===== src/rtl/alu_pkg.sv =====
// Shared ALU definitions: datapath width, divider step count and FSM states,
// plus the control-unit opcode that launches a divide.
package alu_pkg;

    localparam int DATA_W    = 32;
    localparam int DIV_STEPS = 32;

    localparam logic [5:0] OPC_DIV = 6'h1A;

    typedef enum logic [1:0] {
        IDLE   = 2'd0,
        DIVIDE = 2'd1,
        FIXUP  = 2'd2,
        DONE   = 2'd3
    } div_state_t;

    function automatic logic [DATA_W-1:0] neg2c(input logic [DATA_W-1:0] v);
        return ~v + 1'b1;
    endfunction

    function automatic logic [DATA_W-1:0] mag(input logic signed [DATA_W-1:0] v);
        return v[DATA_W-1] ? neg2c(v) : v;
    endfunction

endpackage


===== src/rtl/div_step.sv =====
// One combinational restoring-division iteration: shift {PR,Q} left, trial
// subtract the divisor and keep the result when it does not borrow.
module div_step
    import alu_pkg::*;
(
    input  logic [DATA_W:0]   pr_i,
    input  logic [DATA_W-1:0] q_i,
    input  logic [DATA_W-1:0] d_i,
    output logic [DATA_W:0]   pr_o,
    output logic [DATA_W-1:0] q_o
);

    logic [DATA_W:0]   pr_sh;
    logic [DATA_W-1:0] q_sh;
    logic signed [DATA_W:0] trial;

    always_comb begin
        pr_sh = {pr_i[DATA_W-1:0], q_i[DATA_W-1]};
        q_sh  = {q_i[DATA_W-2:0], 1'b0};
        trial = $signed(pr_sh) - $signed({1'b0, d_i});
        // PR < D always holds, so trial fits in 33 bits and its MSB is the borrow.
        if (trial[DATA_W] == 1'b0) begin
            pr_o = trial;
            q_o  = q_sh | 1;
        end else begin
            pr_o = pr_sh;
            q_o  = q_sh;
        end
    end

endmodule


===== src/rtl/divider_32_bit_seq.sv =====
// Sequential 32-bit restoring divider: one quotient bit per clock, 34-cycle latency.
// Define DIVIDER_SIGNED_EN for two's-complement signed operands (default: unsigned).
module divider_32_bit_seq
    import alu_pkg::*;
#(
    parameter int WIDTH = DATA_W
) (
    input  logic             clk,
    input  logic             clr,
    input  logic             start,
    input  logic [WIDTH-1:0] dividend,
    input  logic [WIDTH-1:0] divisor,
    output logic             busy,
    output logic             done,
    output logic [WIDTH-1:0] quotient,
    output logic [WIDTH-1:0] remainder,
    output logic             div_zero
);

    div_state_t        state_q;
    logic [4:0]        cnt_q;
    logic [DATA_W:0]   pr_q, pr_d;
    logic [DATA_W-1:0] q_q, q_d;
    logic [DATA_W-1:0] d_q;
    logic [DATA_W-1:0] quotient_q, remainder_q;
    logic              busy_q, done_q, dz_q;
`ifdef DIVIDER_SIGNED_EN
    logic              neg_q_q, neg_r_q;
`endif

    div_step u_step (
        .pr_i (pr_q),
        .q_i  (q_q),
        .d_i  (d_q),
        .pr_o (pr_d),
        .q_o  (q_d)
    );

    always_ff @(posedge clk or posedge clr) begin
        if (clr) begin
            state_q     <= IDLE;
            cnt_q       <= '0;
            pr_q        <= '0;
            q_q         <= '0;
            d_q         <= '0;
            quotient_q  <= '0;
            remainder_q <= '0;
            busy_q      <= 1'b0;
            done_q      <= 1'b0;
            dz_q        <= 1'b0;
`ifdef DIVIDER_SIGNED_EN
            neg_q_q     <= 1'b0;
            neg_r_q     <= 1'b0;
`endif
        end else begin
            done_q <= 1'b0;
            case (state_q)
                IDLE: begin
                    if (start) begin
                        busy_q <= 1'b1;
                        if (divisor == '0) begin
                            quotient_q  <= '1;
                            remainder_q <= dividend;
                            dz_q        <= 1'b1;
                            state_q     <= DONE;
                        end else begin
`ifdef DIVIDER_SIGNED_EN
                            q_q     <= mag(dividend);
                            d_q     <= mag(divisor);
                            neg_q_q <= dividend[DATA_W-1] ^ divisor[DATA_W-1];
                            neg_r_q <= dividend[DATA_W-1];
`else
                            q_q     <= dividend;
                            d_q     <= divisor;
`endif
                            pr_q    <= '0;
                            cnt_q   <= 5'(DIV_STEPS - 1);
                            dz_q    <= 1'b0;
                            state_q <= DIVIDE;
                        end
                    end
                end
                DIVIDE: begin
                    pr_q <= pr_d;
                    q_q  <= q_d;
                    if (cnt_q == '0) begin
                        state_q <= FIXUP;
                    end else begin
                        cnt_q <= cnt_q - 1'b1;
                    end
                end
                FIXUP: begin
                    // Quotient truncates toward zero; remainder follows the dividend sign.
`ifdef DIVIDER_SIGNED_EN
                    quotient_q  <= neg_q_q ? neg2c(q_q) : q_q;
                    remainder_q <= neg_r_q ? neg2c(pr_q[DATA_W-1:0]) : pr_q[DATA_W-1:0];
`else
                    quotient_q  <= q_q;
                    remainder_q <= pr_q[DATA_W-1:0];
`endif
                    state_q <= DONE;
                end
                DONE: begin
                    done_q  <= 1'b1;
                    busy_q  <= 1'b0;
                    state_q <= IDLE;
                end
                default: state_q <= IDLE;
            endcase
        end
    end

    assign busy      = busy_q;
    assign done      = done_q;
    assign quotient  = quotient_q;
    assign remainder = remainder_q;
    assign div_zero  = dz_q;

endmodule


===== config.mk =====
export PLATFORM = sky130hd
export DESIGN_NAME = divider_32_bit_seq
export DESIGN_NICKNAME = d
export VERILOG_FILES = /design/src/rtl/alu_pkg.sv /design/src/rtl/div_step.sv /design/src/rtl/divider_32_bit_seq.sv
export SDC_FILE = /design/constraint.sdc
export NUM_CORES = 1
export LEC_CHECK = 0
export ABC_AREA = 1
export BUFFER_PORTS_ARGS = -buffer_cell sky130_fd_sc_hd__buf_2
export CORE_MARGIN = 2
export CORE_UTILIZATION = 40
export CTS_BUF_LIST = sky130_fd_sc_hd__clkbuf_2 sky130_fd_sc_hd__clkbuf_4 sky130_fd_sc_hd__clkbuf_8
export CTS_CLUSTER_SIZE = 40
export DETAILED_ROUTE_END_ITERATION = 10
export GPL_TIMING_DRIVEN = 0
export PLACE_DENSITY = 0.58
export SLEW_MARGIN = 25
export SYNTH_ARGS = -nofsm -noshare
export SYNTH_HDL_FRONTEND = slang
export SYNTH_SLANG_ARGS = --single-unit
export TNS_END_PERCENT = 30

===== constraint.sdc =====
create_clock -name clk -period 12.29 [get_ports clk]
set_input_delay 2.458 -clock clk [delete_from_list [all_inputs] [get_ports clk]]
set_output_delay 2.458 -clock clk [all_outputs]
set_load 0.1 [all_outputs]

==> impl_metrics.env <==
export IMPL_status="complete, no violations"
export IMPL_cap_viol_max_count=0
export IMPL_slew_viol_final=0
export IMPL_startpoint="divisor[12]"
export IMPL_drc=0
export IMPL_max_slew_worst_pin_slew_ns=0.691
export IMPL_critical_path_startpoint_type="input pin"
export IMPL_synthArstFlopShare=1.00
export IMPL_drtIter0Drc=869
export IMPL_drt_antenna_violating_nets=0
export IMPL_antenna_found_initial=0
export IMPL_core_area_mm2=0.0259
export IMPL_final_cell_mix="nand2_1, inv_1, dfrtp_1"
export IMPL_synth_main_ff_cell="dfrtp_1"
export IMPL_setup_viol=0
export IMPL_final_common_cell="nand2_1"
export IMPL_routed_via_count=9877
export IMPL_dieArea_mm2=0.0276
export IMPL_r2r_end="pr_q[4]"
export IMPL_syn_nets=1648
export IMPL_worstPathMaxFanout=10
export IMPL_dpl_hpwl_mm=25.4
export IMPL_cp_data_required_time_ns=12.63
export IMPL_slew_headroom=0.539
export IMPL_end_kind="flip-flop"
export IMPL_fin_setup_tns_ns=0
export IMPL_place_congestion=0.954
export IMPL_grt_max_degree=67
export IMPL_multiInputGateArea_mm2=0.00525
export IMPL_ff2ff_path_depth=17
export IMPL_grt_pass1_wl_mm=49.8
export IMPL_io_pins=134
export IMPL_numPortBuffers=133
export IMPL_diodes=0
export IMPL_viasPerCell=4.83
export IMPL_cts_buffers=17
export IMPL_syn_avg_cell_area_um2=6.82
export IMPL_period_needed_ns=4.05
export IMPL_final_nets=1802
export IMPL_first_global_vias=9555
export IMPL_syn2layout_area_growth_pct=14.7
export IMPL_syn_inst=1542
export IMPL_clk_path_buf_depth=2
export IMPL_drtPass1Iterations=7
export IMPL_ctsHoldBuffers=0
export IMPL_yosysSeqAreaShare=0.404
export IMPL_layout_drive_gt1_share=0.134
export IMPL_cts_tree="built"
export IMPL_yosysWarnings=0
export IMPL_gr_usage_all_layers=0.229
export IMPL_hold_depth=2
export IMPL_root_buffer="clkbuf_8"
export IMPL_dieHeight_um=166
export IMPL_synth_area_mm2=0.0105
export IMPL_hold_violations=0
export IMPL_initial_core_util=0.406
export IMPL_synth_edf_count=0
export IMPL_cts_resized=0
export IMPL_hold_end="quotient[8]"
export IMPL_die_x_um=166
export IMPL_htree_levels=4
export IMPL_ys_seq_elements=170
export IMPL_hold_class="flip-flop to flip-flop"
export IMPL_wl_per_cell_um=15.2
export IMPL_critPathArrivalTime_ns=4.39
export IMPL_finalCritPeriodShare=0.330
export IMPL_r2r_start="q_q[31]"
export IMPL_fin_skew_ns=0.0277
export IMPL_cts_sinks=170
export IMPL_reg2reg_slack_ns=9.67
export IMPL_final_seq_area_mm2=0.00425
export IMPL_synth_cell_types=39
export IMPL_rows=59
export IMPL_post_cts_buffers=0
export IMPL_fmax_mhz=247
export IMPL_cts_clk_slew_worst_paths_ns=0.11
export IMPL_clock_latency_ns=0.48
export IMPL_drt_total_wl_mm=31.0
export IMPL_holdCritStartpoint="quotient[8]"
export IMPL_rsz0062_at_grt="false"
export IMPL_grt_overflow=0
export IMPL_crit_type="input pin to flip-flop"
export IMPL_n_fill_cell=2752
-- synth_stat cells, types with 9 or more instances --
cell | n | area share
nand2_1 | 680 | 0.24
inv_1 | 183 | 0.065
dfrtp_1 | 170 | 0.40
o21ai_0 | 84 | 0.040
nand3_1 | 82 | 0.039
nor2_1 | 81 | 0.029
ha_1 | 38 | 0.045
clkbuf_1 | 34 | 0.012
a31oi_1 | 29 | 0.017
a21oi_1 | 27 | 0.013
nand2_2 | 21 | 0.012
xnor2_1 | 14 | 0.012
nand4_1 | 11 | 0.0065
buf_4 | 9 | 0.0064
-- metal layers --
metal  global-route usage  vias to the layer above  part of all wire
li1                     -                     5091                 -
met1                0.310                     4511              0.46
met2                0.380                      236              0.47
met3               0.0284                       39             0.045
met4               0.0764                        0             0.026
met5                    0                        -                 0
-- flip-flops by register name, indices dropped and copies added (netlist names) --
name / flops
busy: 1
cnt_q: 5
d_q: 32
div_zero: 1
done: 1
pr_q: 32
q_q: 32
quotient: 32
remainder: 32
state_q: 2
-- stage by stage --
| stage | instance area [um2] | instances | setup WS [ns] | utilization | hold slack, ns |
|---|---|---|---|---|---|
| after CTS | 12100 | 2044 | 8.27 | 0.466 | 0.480 |
| after floorplan | 10500 | 1542 | 5.23 | - | 0.453 |
| final | 12100 | 2044 | 8.24 | 0.466 | 0.475 |
| after detailed placement | 11700 | 2012 | 7.75 | 0.450 | 0.454 |
| after global routing | 12100 | 2044 | 8.07 | 0.466 | 0.492 |
| after global placement | 11600 | 2010 | 3.08 | 0.448 | 0.451 |
-- worst max path at each step --
| stage | endpoint | slack (ns) | cells after the start |
|---|---|---|---|
| finish | q_q[31] | 8.24 | 9 |
| global route | d_q[2] | 8.07 | 9 |
| CTS | q_q[30] | 8.27 | 9 |
| global placement | d_q[22] | 3.08 | 2 |
| detailed placement | q_q[30] | 7.75 | 9 |
| floorplan | busy | 5.23 | 1 |
-- critical path, stage by stage --
cell	delay (ns)
buf_2	0.11
nor4_1	0.27
nand3b_1	0.31
o21ai_1	0.29
nand2_1	0.14
buf_2	0.22
buf_1	0.30
o211ai_1	0.17
o21ai_0	0.11
-- layout make-up --
class / instances / area share
Sequential cell: 170 / 0.352
Multi-Input combinational cell: 1125 / 0.435
Buffer: 59 / 0.0262
Clock buffer: 18 / 0.0200
Timing Repair Buffer: 135 / 0.0597
Inverter: 188 / 0.0591
Tap cell: 335 / 0.0347
Clock inverter: 14 / 0.0134
-- kinds of logic after synthesis --
family | after synthesis | share of synthesized area
AO/OA/AOI/OAI | 161 | 0.0848
XOR/XNOR | 18 | 0.0150
adder cells (fa/ha/maj) | 39 | 0.0471
buffers and inverters | 247 | 0.0971
flip-flops | 170 | 0.404
AND/OR/NAND/NOR | 907 | 0.352
Power is not shown: default switching activity piles up to over one toggle a cycle in this logic, so the estimate is an artifact.
